**src/rtl/fetch_pkg.sv**
```systemverilog
// -----------------------------------------------------------------------------
// fetch_pkg
// Shared definitions for the instruction fetch stage: data width, the reset
// instruction (addi x0,x0,0), the PC alignment mask and the fetch FSM states.
// No ports (package).
// -----------------------------------------------------------------------------
package fetch_pkg;

    localparam int               XLEN       = 32;
    localparam logic [XLEN-1:0]  NOP_INSTR  = 32'h0000_0013;
    localparam logic [1:0]       ALIGN_MASK = 2'b11;

    // IDLE  : one cycle after reset release, no request
    // REQ   : request presented for the current pc
    // WAIT  : one request outstanding, waiting for its response
    // DRAIN : request outstanding but redirected; its response is dropped
    // HOLD  : instruction held until decode accepts it
    // ERR   : misaligned pc seen; waiting for a redirect
    typedef enum logic [2:0] {
        ST_IDLE  = 3'd0,
        ST_REQ   = 3'd1,
        ST_WAIT  = 3'd2,
        ST_DRAIN = 3'd3,
        ST_HOLD  = 3'd4,
        ST_ERR   = 3'd5
    } fetch_state_t;

    // Word alignment test on the low address bits.
    function automatic logic is_aligned(input logic [1:0] lsb);
        return (lsb & ALIGN_MASK) == 2'b00;
    endfunction

endpackage

```
**src/rtl/instr_fetch.sv**
```systemverilog
// -----------------------------------------------------------------------------
// instr_fetch
// Fetch stage between the PC register and decode. Presents pc to instruction
// memory over a valid/ready request channel, keeps exactly one request in
// flight, holds the returned word (with its pc) until decode accepts it, and
// generates the single-cycle pc_en strobe for the PC register. Handles
// redirects (flush) and misaligned pc values (sticky misaligned_err).
//
// Ports
//   clk             in   rising-edge clock
//   rst             in   asynchronous reset, active low
//   pc              in   current PC from the PC register
//   pc_en           out  PC register loads its next value at this edge
//   flush           in   redirect; PC source selects the target this cycle
//   imem_req_valid  out  fetch request valid
//   imem_req_ready  in   memory accepts the request
//   imem_req_addr   out  fetch address
//   imem_rsp_valid  in   response data valid
//   imem_rsp_data   in   fetched word
//   instr           out  held instruction (NOP_INSTR after reset)
//   instr_pc        out  PC of instr
//   instr_valid     out  instr is valid
//   instr_ready     in   decode consumes instr
//   misaligned_err  out  sticky: pc[1:0] != 0 at request time
// -----------------------------------------------------------------------------
module instr_fetch #(
    parameter int              XLEN      = fetch_pkg::XLEN,
    parameter logic [XLEN-1:0] NOP_INSTR = XLEN'(fetch_pkg::NOP_INSTR)
) (
    input  logic            clk,
    input  logic            rst,
    input  logic [XLEN-1:0] pc,
    output logic            pc_en,
    input  logic            flush,
    output logic            imem_req_valid,
    input  logic            imem_req_ready,
    output logic [XLEN-1:0] imem_req_addr,
    input  logic            imem_rsp_valid,
    input  logic [XLEN-1:0] imem_rsp_data,
    output logic [XLEN-1:0] instr,
    output logic [XLEN-1:0] instr_pc,
    output logic            instr_valid,
    input  logic            instr_ready,
    output logic            misaligned_err
);
    import fetch_pkg::*;

    fetch_state_t    r_state;
    fetch_state_t    w_next;

    logic [XLEN-1:0] r_req_pc;
    logic [XLEN-1:0] r_instr;
    logic [XLEN-1:0] r_instr_pc;
    logic            r_instr_valid;
    logic            r_mis_err;

    logic            w_aligned;
    logic            w_hs;

    assign w_aligned = is_aligned(pc[1:0]);
    assign w_hs      = imem_req_valid & imem_req_ready;

    // pc only moves on pc_en, so the address is stable while a request stalls.
    assign imem_req_addr  = pc;
    assign instr          = r_instr;
    assign instr_pc       = r_instr_pc;
    assign instr_valid    = r_instr_valid;
    assign misaligned_err = r_mis_err;

    // -------------------------------------------------------------------------
    // State register
    // -------------------------------------------------------------------------
    always_ff @(posedge clk or negedge rst) begin
        if (!rst) r_state <= ST_IDLE;
        else      r_state <= w_next;
    end

    // -------------------------------------------------------------------------
    // Next-state logic
    // -------------------------------------------------------------------------
    always_comb begin
        w_next = r_state;
        case (r_state)
            ST_IDLE: w_next = ST_REQ;
            ST_REQ: begin
                // The request is withdrawn while flushing, so a handshake can
                // never coincide with a redirect here; stay and re-request at
                // the new pc next cycle.
                if (flush)           w_next = ST_REQ;
                else if (!w_aligned) w_next = ST_ERR;
                else if (w_hs)       w_next = ST_WAIT;
            end
            ST_WAIT: begin
                if (flush && imem_rsp_valid) w_next = ST_REQ;   // response dropped
                else if (flush)              w_next = ST_DRAIN;
                else if (imem_rsp_valid)     w_next = ST_HOLD;
            end
            // The response of the redirected request must still be swallowed
            // before a new request can go out (one in flight at a time).
            ST_DRAIN: if (imem_rsp_valid)        w_next = ST_REQ;
            ST_HOLD:  if (flush || instr_ready)  w_next = ST_REQ;
            ST_ERR:   if (flush)                 w_next = ST_REQ;
            default:                             w_next = ST_IDLE;
        endcase
    end

    // -------------------------------------------------------------------------
    // Output logic (combinational strobes)
    // -------------------------------------------------------------------------
    always_comb begin
        pc_en          = 1'b0;
        imem_req_valid = 1'b0;
        case (r_state)
            ST_REQ: begin
                imem_req_valid = ~flush & w_aligned;
                pc_en          = flush;
            end
            ST_WAIT,
            ST_DRAIN,
            ST_ERR:  pc_en = flush;
            ST_HOLD: pc_en = flush | instr_ready;
            default: begin
                pc_en          = 1'b0;
                imem_req_valid = 1'b0;
            end
        endcase
    end

    // -------------------------------------------------------------------------
    // Datapath registers: request pc, held instruction, error flag
    // -------------------------------------------------------------------------
    always_ff @(posedge clk or negedge rst) begin
        if (!rst) begin
            r_req_pc      <= '0;
            r_instr       <= NOP_INSTR;
            r_instr_pc    <= '0;
            r_instr_valid <= 1'b0;
            r_mis_err     <= 1'b0;
        end else begin
            case (r_state)
                ST_REQ: begin
                    if (w_hs) r_req_pc <= pc;
                    if (!flush && !w_aligned) r_mis_err <= 1'b1;
                end
                ST_WAIT: begin
                    if (imem_rsp_valid && !flush) begin
                        r_instr       <= imem_rsp_data;
                        r_instr_pc    <= r_req_pc;
                        r_instr_valid <= 1'b1;
                    end
                end
                // Flush and accept both retire the held word.
                ST_HOLD: if (flush || instr_ready) r_instr_valid <= 1'b0;
                ST_ERR:  if (flush)                r_mis_err     <= 1'b0;
                default: ;
            endcase
        end
    end

endmodule

```
**config.mk**
```make
export PLATFORM = sky130hd
export DESIGN_NAME = instr_fetch
export DESIGN_NICKNAME = d
export VERILOG_FILES = /design/src/rtl/fetch_pkg.sv /design/src/rtl/instr_fetch.sv
export SDC_FILE = /design/constraint.sdc
export NUM_CORES = 1
export LEC_CHECK = 0
export BUFFER_PORTS_ARGS = -buffer_cell sky130_fd_sc_hd__buf_2
export CORE_MARGIN = 2
export CORE_UTILIZATION = 52
export DETAILED_ROUTE_END_ITERATION = 8
export PLACE_DENSITY = 0.93
export SLEW_MARGIN = 20
export SYNTH_ARGS = -nofsm -noshare
export SYNTH_HDL_FRONTEND = slang
export SYNTH_SLANG_ARGS = --single-unit
```
**constraint.sdc**
```tcl
create_clock -name clk -period 5.74 [get_ports clk]
set_input_delay 0.287 -clock clk [delete_from_list [all_inputs] [get_ports clk]]
set_output_delay 0.287 -clock clk [all_outputs]
set_load 0.02 [all_outputs]
```
After elaboration in Yosys (flattened, before gate mapping)
Cells that the tools add are included.

word-level totals
  bits in registers = 101
  bits in latches = 0
  memory bits (writable) = 0
  bits in read-only memories = 0
  input port bits = 70
  output and inout port bits = 100
  logic and storage cells = 56
  memories = 0

operators by class
  $add $sub $neg = 0
  multiply operators = 0
  div/mod/pow operators = 0
  $lt $le $gt $ge = 0
  equal/unequal tests = 12
  shifts and indexed selects = 0
  mux-type cells = 18
  bitwise logic cells = 4
  reductions and logical operators = 16

operators with widths
  kind                  count
  $mux W3               9
  $pmux W3 S6           1
  $ne A2 B2 Y1 const B  5
  $ne A4 B4 Y1 const B  2
  $eq A3 B2 Y1 const B  2
  $eq A3 B3 Y1 const B  2
  $pmux W1 S2           3
  $reduce_and A3 Y1     2
  $mux W1               5
  $reduce_and A5 Y1     1
  $reduce_and A2 Y1     2
  $reduce_bool A2 Y1    2
  $reduce_or A4 Y1      1
  $eq A3 B1 Y1 const B  1
  $logic_and A1 B1 Y1   3
  $logic_not A3 Y1      1
  $and A1 B1 Y1         2
  $logic_not A1 Y1      2
  $logic_not A2 Y1      1
  $logic_or A1 B1 Y1    1
  $not A1 Y1            1
  $or A1 B1 Y1          1

Longest topological paths before layout
Gate-level depths: netlist (run 1).

  word-level depth = 8
  mapped depth = 6
  gate-level depth less buffers = 5

Worst setup path after synthesis (run 1)
OpenSTA, ideal clock, no wires.

  path kind = flip-flop to flip-flop
  start = register r_state[1]
  end = register r_req_pc[10]
  setup time = 0.125 ns
  arrival = 1.748 ns
  required time = 5.615 ns
  path slack = 3.867 ns
  cell stages (with the launch flop) = 7
  path buffers = 1
  clock period less this slack = 1.873 ns
  cell sequence = dfrtp_1 -> nand2b_1 -> or4_4 -> inv_2 -> nand2_4 -> buf_6 -> mux2_4

on the way
  word-level cells in the longest chain between the ends = 4

ends and longest elaborated chain
  what                                RTL line            text
  start: declaration                  instr_fetch.sv:48   fetch_state_t r_state;
  start signal: assignment            instr_fetch.sv:75   else r_state <= w_next;
  $eq A3 B1 Y1                        instr_fetch.sv:113  case (r_state)
  $mux W1                             instr_fetch.sv:113
  net imem_req_valid                  instr_fetch.sv:35   output logic imem_req_valid,
  $and A1 B1 Y1                       instr_fetch.sv:61   assign w_hs = imem_req_valid & imem_req_ready;
  $reduce_and A2 Y1 (no source line)  --
  end signal: assignment              instr_fetch.sv:142  if (w_hs) r_req_pc <= pc;
  end: declaration                    instr_fetch.sv:51   logic [XLEN-1:0] r_req_pc;

The timed path passes the listed nets, and every way through them passes these cells.
A chain may end at the register's enable or synchronous reset.

Worst setup path in the final report (run 1)
  start = register r_state[1]
  end = register r_req_pc[14]

on the way
  word-level cells in the longest chain between the ends = 4

ends and longest elaborated chain
  what                                    RTL line
  $eq A3 B1 Y1 (*)                        instr_fetch.sv:113, instr_fetch.sv:140
  $mux W1                                 instr_fetch.sv:113
  $and A1 B1 Y1                           instr_fetch.sv:61
  $reduce_and A2 Y1 (no source line) (*)  --

Every way passes the cells marked *; elsewhere a longest branch is shown, timed or not.

==> results of run 1 <==
[through the flow]
stage / hold WS [ns] / std cells / area (um2)
2_1_floorplan: -0.00859 / 273 / 4210
3_3_place_gp: 0.315 / 504 / 4900
5_1_grt: 0.142 / 521 / 5090
4_1_cts: 0.137 / 521 / 5090
3_5_place_dp: 0.326 / 504 / 4900
6_report: 0.163 / 521 / 5090
[cell type report]
class,count,area [um2]
Clock buffer,10,128
Clock inverter,6,46.3
Fill cell,611,2680
Inverter,2,7.51
Multi-Input combinational cell,127,1370
Sequential cell,101,2530
Tap cell,102,128
Timing Repair Buffer,173,881
[Yosys cell counts, types with 2 or more instances]
cell	instances	area, um2
o21ai_0	5	25.0
mux2_4	27	405
and2_1	2	12.5
nor2_1	3	11.3
nand2_1	3	11.3
nand2b_1	3	18.8
dfrtp_1	98	2450
buf_6	3	33.8
a21oi_1	5	25.0
dfstp_2	3	78.8
mux2_2	67	754
buf_2	7	35.0
or2_2	2	12.5
buf_4	32	240
[timing repair]
action,in CTS,in global routing
endpoints found under the hold margin,47,0
setup buffers,0,0
hold buffers,1,0
[cell usage in the layout (no fill, tap or decap), types with 2 or more instances in the layout]
master,n
mux2_4,27
dfrtp_1,98
or2_2,2
o21ai_0,5
dfstp_2,3
mux2_2,67
clkinvlp_4,2
clkbuf_8,9
a21oi_1,5
inv_6,2
nand2_1,3
buf_4,4
buf_2,168
and2_1,2
nor2_1,3
nand2b_1,3
[logic make-up after synthesis]
logic type / count (synthesis) / share of synthesized area [%]
AO/OA/AOI/OAI: 13 / 1.78
flip-flops: 101 / 60.1
AND/OR/NAND/NOR: 20 / 2.97
buffers and inverters: 45 / 7.61
multiplexers: 94 / 27.5
[sequential cells by signal, indices dropped and copies added, names as in the netlist]
| signal | flops |
|---|---|
| misaligned_err | 1 |
| r_req_pc | 32 |
| instr | 32 |
| r_state | 3 |
| instr_valid | 1 |
| instr_pc | 32 |
[worst min-delay path by stage]
stage,cells past startpoint,end,slack [ns]
after floorplan,0,instr[10],-0.009
after global placement,1,instr[22],0.32
after detailed placement,1,instr[22],0.33
after CTS,2,instr[23],0.14
after global routing,2,instr[22],0.14
final,2,instr[22],0.16
[layer usage]
metal	global-route usage, %	up-vias	wire length (um)
met2	32.4	120	4100
met5	0	-	0
met1	22.2	1282	3170
li1	-	1188	-
met4	7.25	0	130
met3	4.49	13	536
[critical path: stages, from the launching register on]
cell	delay, ns
dfrtp_1	0.46
nand2b_1	0.22
or4_4	0.52
inv_2	0.10
nand2_4	0.32
mux2_4	0.42
[where the power goes]
group / internal, mW / switching (mW) / total, mW
combinational: 0.227 / 0.197 / 0.424
sequential: 0.863 / 0.0852 / 0.948
clock: 0.161 / 0.236 / 0.397
total: 1.25 / 0.518 / 1.77
==> reports/qor.csv, run 1 <==
metric,value,unit
status,completed,
Util after Layout,65.5,%
"Async S/R FF share, synth",100,%
Final Cycle Share,37.9,%
worst clock skew,0.00799,ns
worst reg-to-reg path cell count,5,
Fin. Hold Viols,0,
Site Rows,32,
total power,1.77,mW
Starting Density,54.2,%
remaining antenna violation count after routing,0,
crit path launch,r_state[1],
Die Y,94.0,um
CTS HTree Levels,3,
GPL Wtd Cong,0.947,
DR vias/cell,5.00,
Synth Area per Inst,15.4,um2
CP Capture Point,r_req_pc[14],
"EDFF count, synth",0,
GRT Residual Overflow,0,
Die W,94.0,um
DRC,0,
max cap viols,0,
CTS Buf Count,9,
pre-CTS setup slack,3.58,ns
reg2reg end,r_req_pc[14],
root buffer cell,clkbuf_8,
synthesized area,4210,um2
router iterations before antenna repair,4,
CP Launch Type,flip-flop,
DRC violation total after the first TritonRoute iteration,107,
fmax,0.459,GHz
Ports,170,
power per cell area,348,nW/um2
hold path startpoint,imem_rsp_data[22],
vias in the first global route,2677,
crit path time final,2.18,ns
clk_lat worst skew,0.35,ns
GRT Util Overall,18.6,%
peak supply drop,0.000203,V
Critical Path AT,2.41,ns
share of cells above drive strength 1,69.2,%
IO Port Bufs,169,
Worst slew margin,55.6,%
Syn Inst Count,273,
clk slew on worst S/H paths,0.10,ns
synth warn,0,
clk buf depth,2,
CORE AREA,7770,um2
P_leak,2.86,nW
first-pass GRT wire length,12700,um
routed wire length,7940,um
initial antenna violation count,0,
CTS tree,yes,
vias,2603,
RSZ-0062 raised after global routing,no,
HPWL after DPL,5740,um
Final WS setup,3.56,ns
largest net degree at the start of global routing,55,
TritonCTS Sinks,101,
crit end category,flip-flop,
final setup fails,0,
antenna cell count,0,
worst min path class,primary input to flip-flop,
synth unique cells,27,
Post-synth top flop,dfrtp_1,
Seq cells post-synth,101,
net count after synthesis,343,
reg2reg setup slack,3.56,ns
DR WL/cell,15.2,um
Nets,484,
Crit path required time,5.97,ns
"Seq/Total Area, Yosys",60.1,%
Syn-to-layout area delta,20.8,%
crit path kind,flip-flop to flip-flop,
Worst-Margin Slew,0.666,ns
crit-path max FO,33,
Slew Limit Fails,0,
cts repair resizes,0,
setup_tns,0,ns
Total Die Area,8840,um2
reg-to-reg startpoint,r_state[1],
Note: power is estimated with default switching activity, not from simulation.
==> inputs of run 2 (changes only) <==
- CORE_UTILIZATION: 52 -> 44
- PLACE_DENSITY: 0.93 -> 0.85
- clock period: 5.74 -> 1.95 ns (I/O delays scaled with it)
==> reports/qor.csv, run 2 (synthesis gave the netlist of run 1 again) <==
metric,value,unit,change
CP Capture Point,r_req_pc[10],,
P_leak,3.22,nW,+13%
CTS tree,yes,,
antenna cell count,0,,unchanged
Critical Path AT,2.09,ns,-0.32 ns
Ports,170,,unchanged
CP Launch Type,flip-flop,,
reg2reg setup slack,0.1,ns,-3.47 ns
DR WL/cell,15.0,um,-1.4%
RSZ-0062 raised after global routing,no,,
worst reg-to-reg path cell count,6,,+1
CORE AREA,9280,um2,+20%
crit path time final,1.85,ns,-0.325 ns
largest net degree at the start of global routing,56,,+1.8%
power per cell area,976,nW/um2,+180%
DRC,0,,unchanged
CTS HTree Levels,3,,unchanged
crit path launch,r_state[1],,
Fin. Hold Viols,0,,unchanged
share of cells above drive strength 1,61.0,%,-8.2 points
pre-CTS setup slack,0.102,ns,-3.48 ns
initial antenna violation count,0,,unchanged
worst min path class,primary input to flip-flop,,
setup_tns,0,ns,unchanged
Crit path required time,2.19,ns,-3.78 ns
most frequent cells in the layout,"buf_2 (168), dfrtp_1 (98), mux2_2 (67)",,
crit path kind,flip-flop to flip-flop,,
peak supply drop,0.000471,V,+130%
first-pass GRT wire length,14700,um,+16%
max cap viols,0,,unchanged
Die Y,102,um,+8.3%
final setup fails,0,,unchanged
fmax,0.540,GHz,+18%
vias in the first global route,3048,,+14%
clk buf depth,2,,unchanged
Final Cycle Share,95.0,%,+57 points
clk_lat worst skew,0.35,ns,about the same
reg-to-reg startpoint,r_state[1],,
GPL Wtd Cong,0.852,,-10%
Worst-Margin Slew,0.322,ns,-0.344 ns
GRT Util Overall,18.3,%,-0.29 points
Slew Limit Fails,0,,unchanged
root buffer cell,clkbuf_8,,
remaining antenna violation count after routing,0,,unchanged
total power,5.80,mW,+230%
CTS Buf Count,9,,unchanged
postcts setup bufs,0,,unchanged
crit end category,flip-flop,,
crit-path max FO,13,,-61%
Util after Layout,64.0,%,-1.5 points
Nets,555,,+15%
DR vias/cell,4.69,,-6.1%
routed wire length,9300,um,+17%
post-placement cell count,539,,+6.9%
DRC violation total after the first TritonRoute iteration,95,,-11%
clk slew on worst S/H paths,0.09,ns,about the same
IO Port Bufs,169,,unchanged
reg2reg end,r_req_pc[10],,
router iterations before antenna repair,4,,unchanged
"commonest non-fill, non-tap cell in the layout",buf_2,,
TritonCTS Sinks,101,,unchanged
Syn-to-layout area delta,41.2,%,
Final Non-Filler Cells,619,,+19%
worst clock skew,0.00988,ns,+0.00189 ns
status,completed,,
Starting Density,45.4,%,-8.9 points
vias,2903,,+12%
Site Rows,35,,+9.4%
GRT Residual Overflow,0,,unchanged
HPWL after DPL,6090,um,+6.0%
Final WS setup,0.0978,ns,-3.47 ns
Total Die Area,10400,um2,+17%
Worst slew margin,78.5,%,+23 points
Die W,102,um,+8.3%
-- run 2: cell count changes in the layout (fill, tap and decap cells not counted) --
cell	before	now
dlygate4sd3_1	1	64
inv_6	2	0
bufinv_16	0	3
clkbuf_8	9	11
buf_12	0	4
clkinvlp_4	2	1
clkinv_2	1	0
clkbuf_1	1	0
buf_4	4	8
-- run 2: worst min-delay path by stage --
stage                         startpoint           end  slack [ns]  cells past startpoint
after floorplan                      rst     instr[10]       -0.20                      0
final                     imem_rsp_valid    r_state[1]        0.06                      3
after detailed placement             rst  r_req_pc[22]        0.02                      1
after CTS                         pc[31]  r_req_pc[31]       0.003                      2
after global placement               rst  r_req_pc[22]        0.02                      1
after global routing      imem_rsp_valid    r_state[1]        0.07                      3
-- run 2: critical path, stage by stage (launching register included) --
cell and delay (ns):
dfrtp_1 0.39, nand2b_1 0.17, or4_4 0.51, inv_2 0.10
nand2_4 0.06, buf_4 0.20, mux2_4 0.31
-- run 2: power breakdown --
group	switching, mW	internal, mW	leakage [nW]	total [mW]
clock network	0.699	0.925	0.126	1.62
registers	0.244	2.54	1.31	2.78
logic	0.623	0.771	1.78	1.39
-- run 2: what timing repair did --
item,4_1_cts,5_1_grt
endpoints found under the hold margin,88,1
endpoints found under the setup margin,0,0
gates resized for setup,0,0
hold buffers,63,1
-- run 2: through the flow --
stage / hold slack (ns) / area (um2)
after global routing: 0.0714 / 5950
after detailed placement: 0.0225 / 5050
after floorplan: -0.198 / 4210
final: 0.0629 / 5950
after CTS: 0.00282 / 5940
after global placement: 0.0173 / 5050
-- run 2: metal layers --
metal | vias up | track usage (%) | wire length, um
met5 | - | 0 | 0
met3 | 17 | 3.63 | 475
li1 | 1335 | - | -
met1 | 1445 | 21.1 | 3630
met2 | 106 | 33.7 | 5000
met4 | 0 | 6.77 | 192
-- run 2: area by class of cell --
class | count | area [um2]
Tap cell | 129 | 161
Timing Repair Buffer | 244 | 1620
Clock inverter | 5 | 106
Inverter | 2 | 7.51
Fill cell | 705 | 3340
Multi-Input combinational cell | 127 | 1370
Sequential cell | 101 | 2530
Clock buffer | 11 | 151
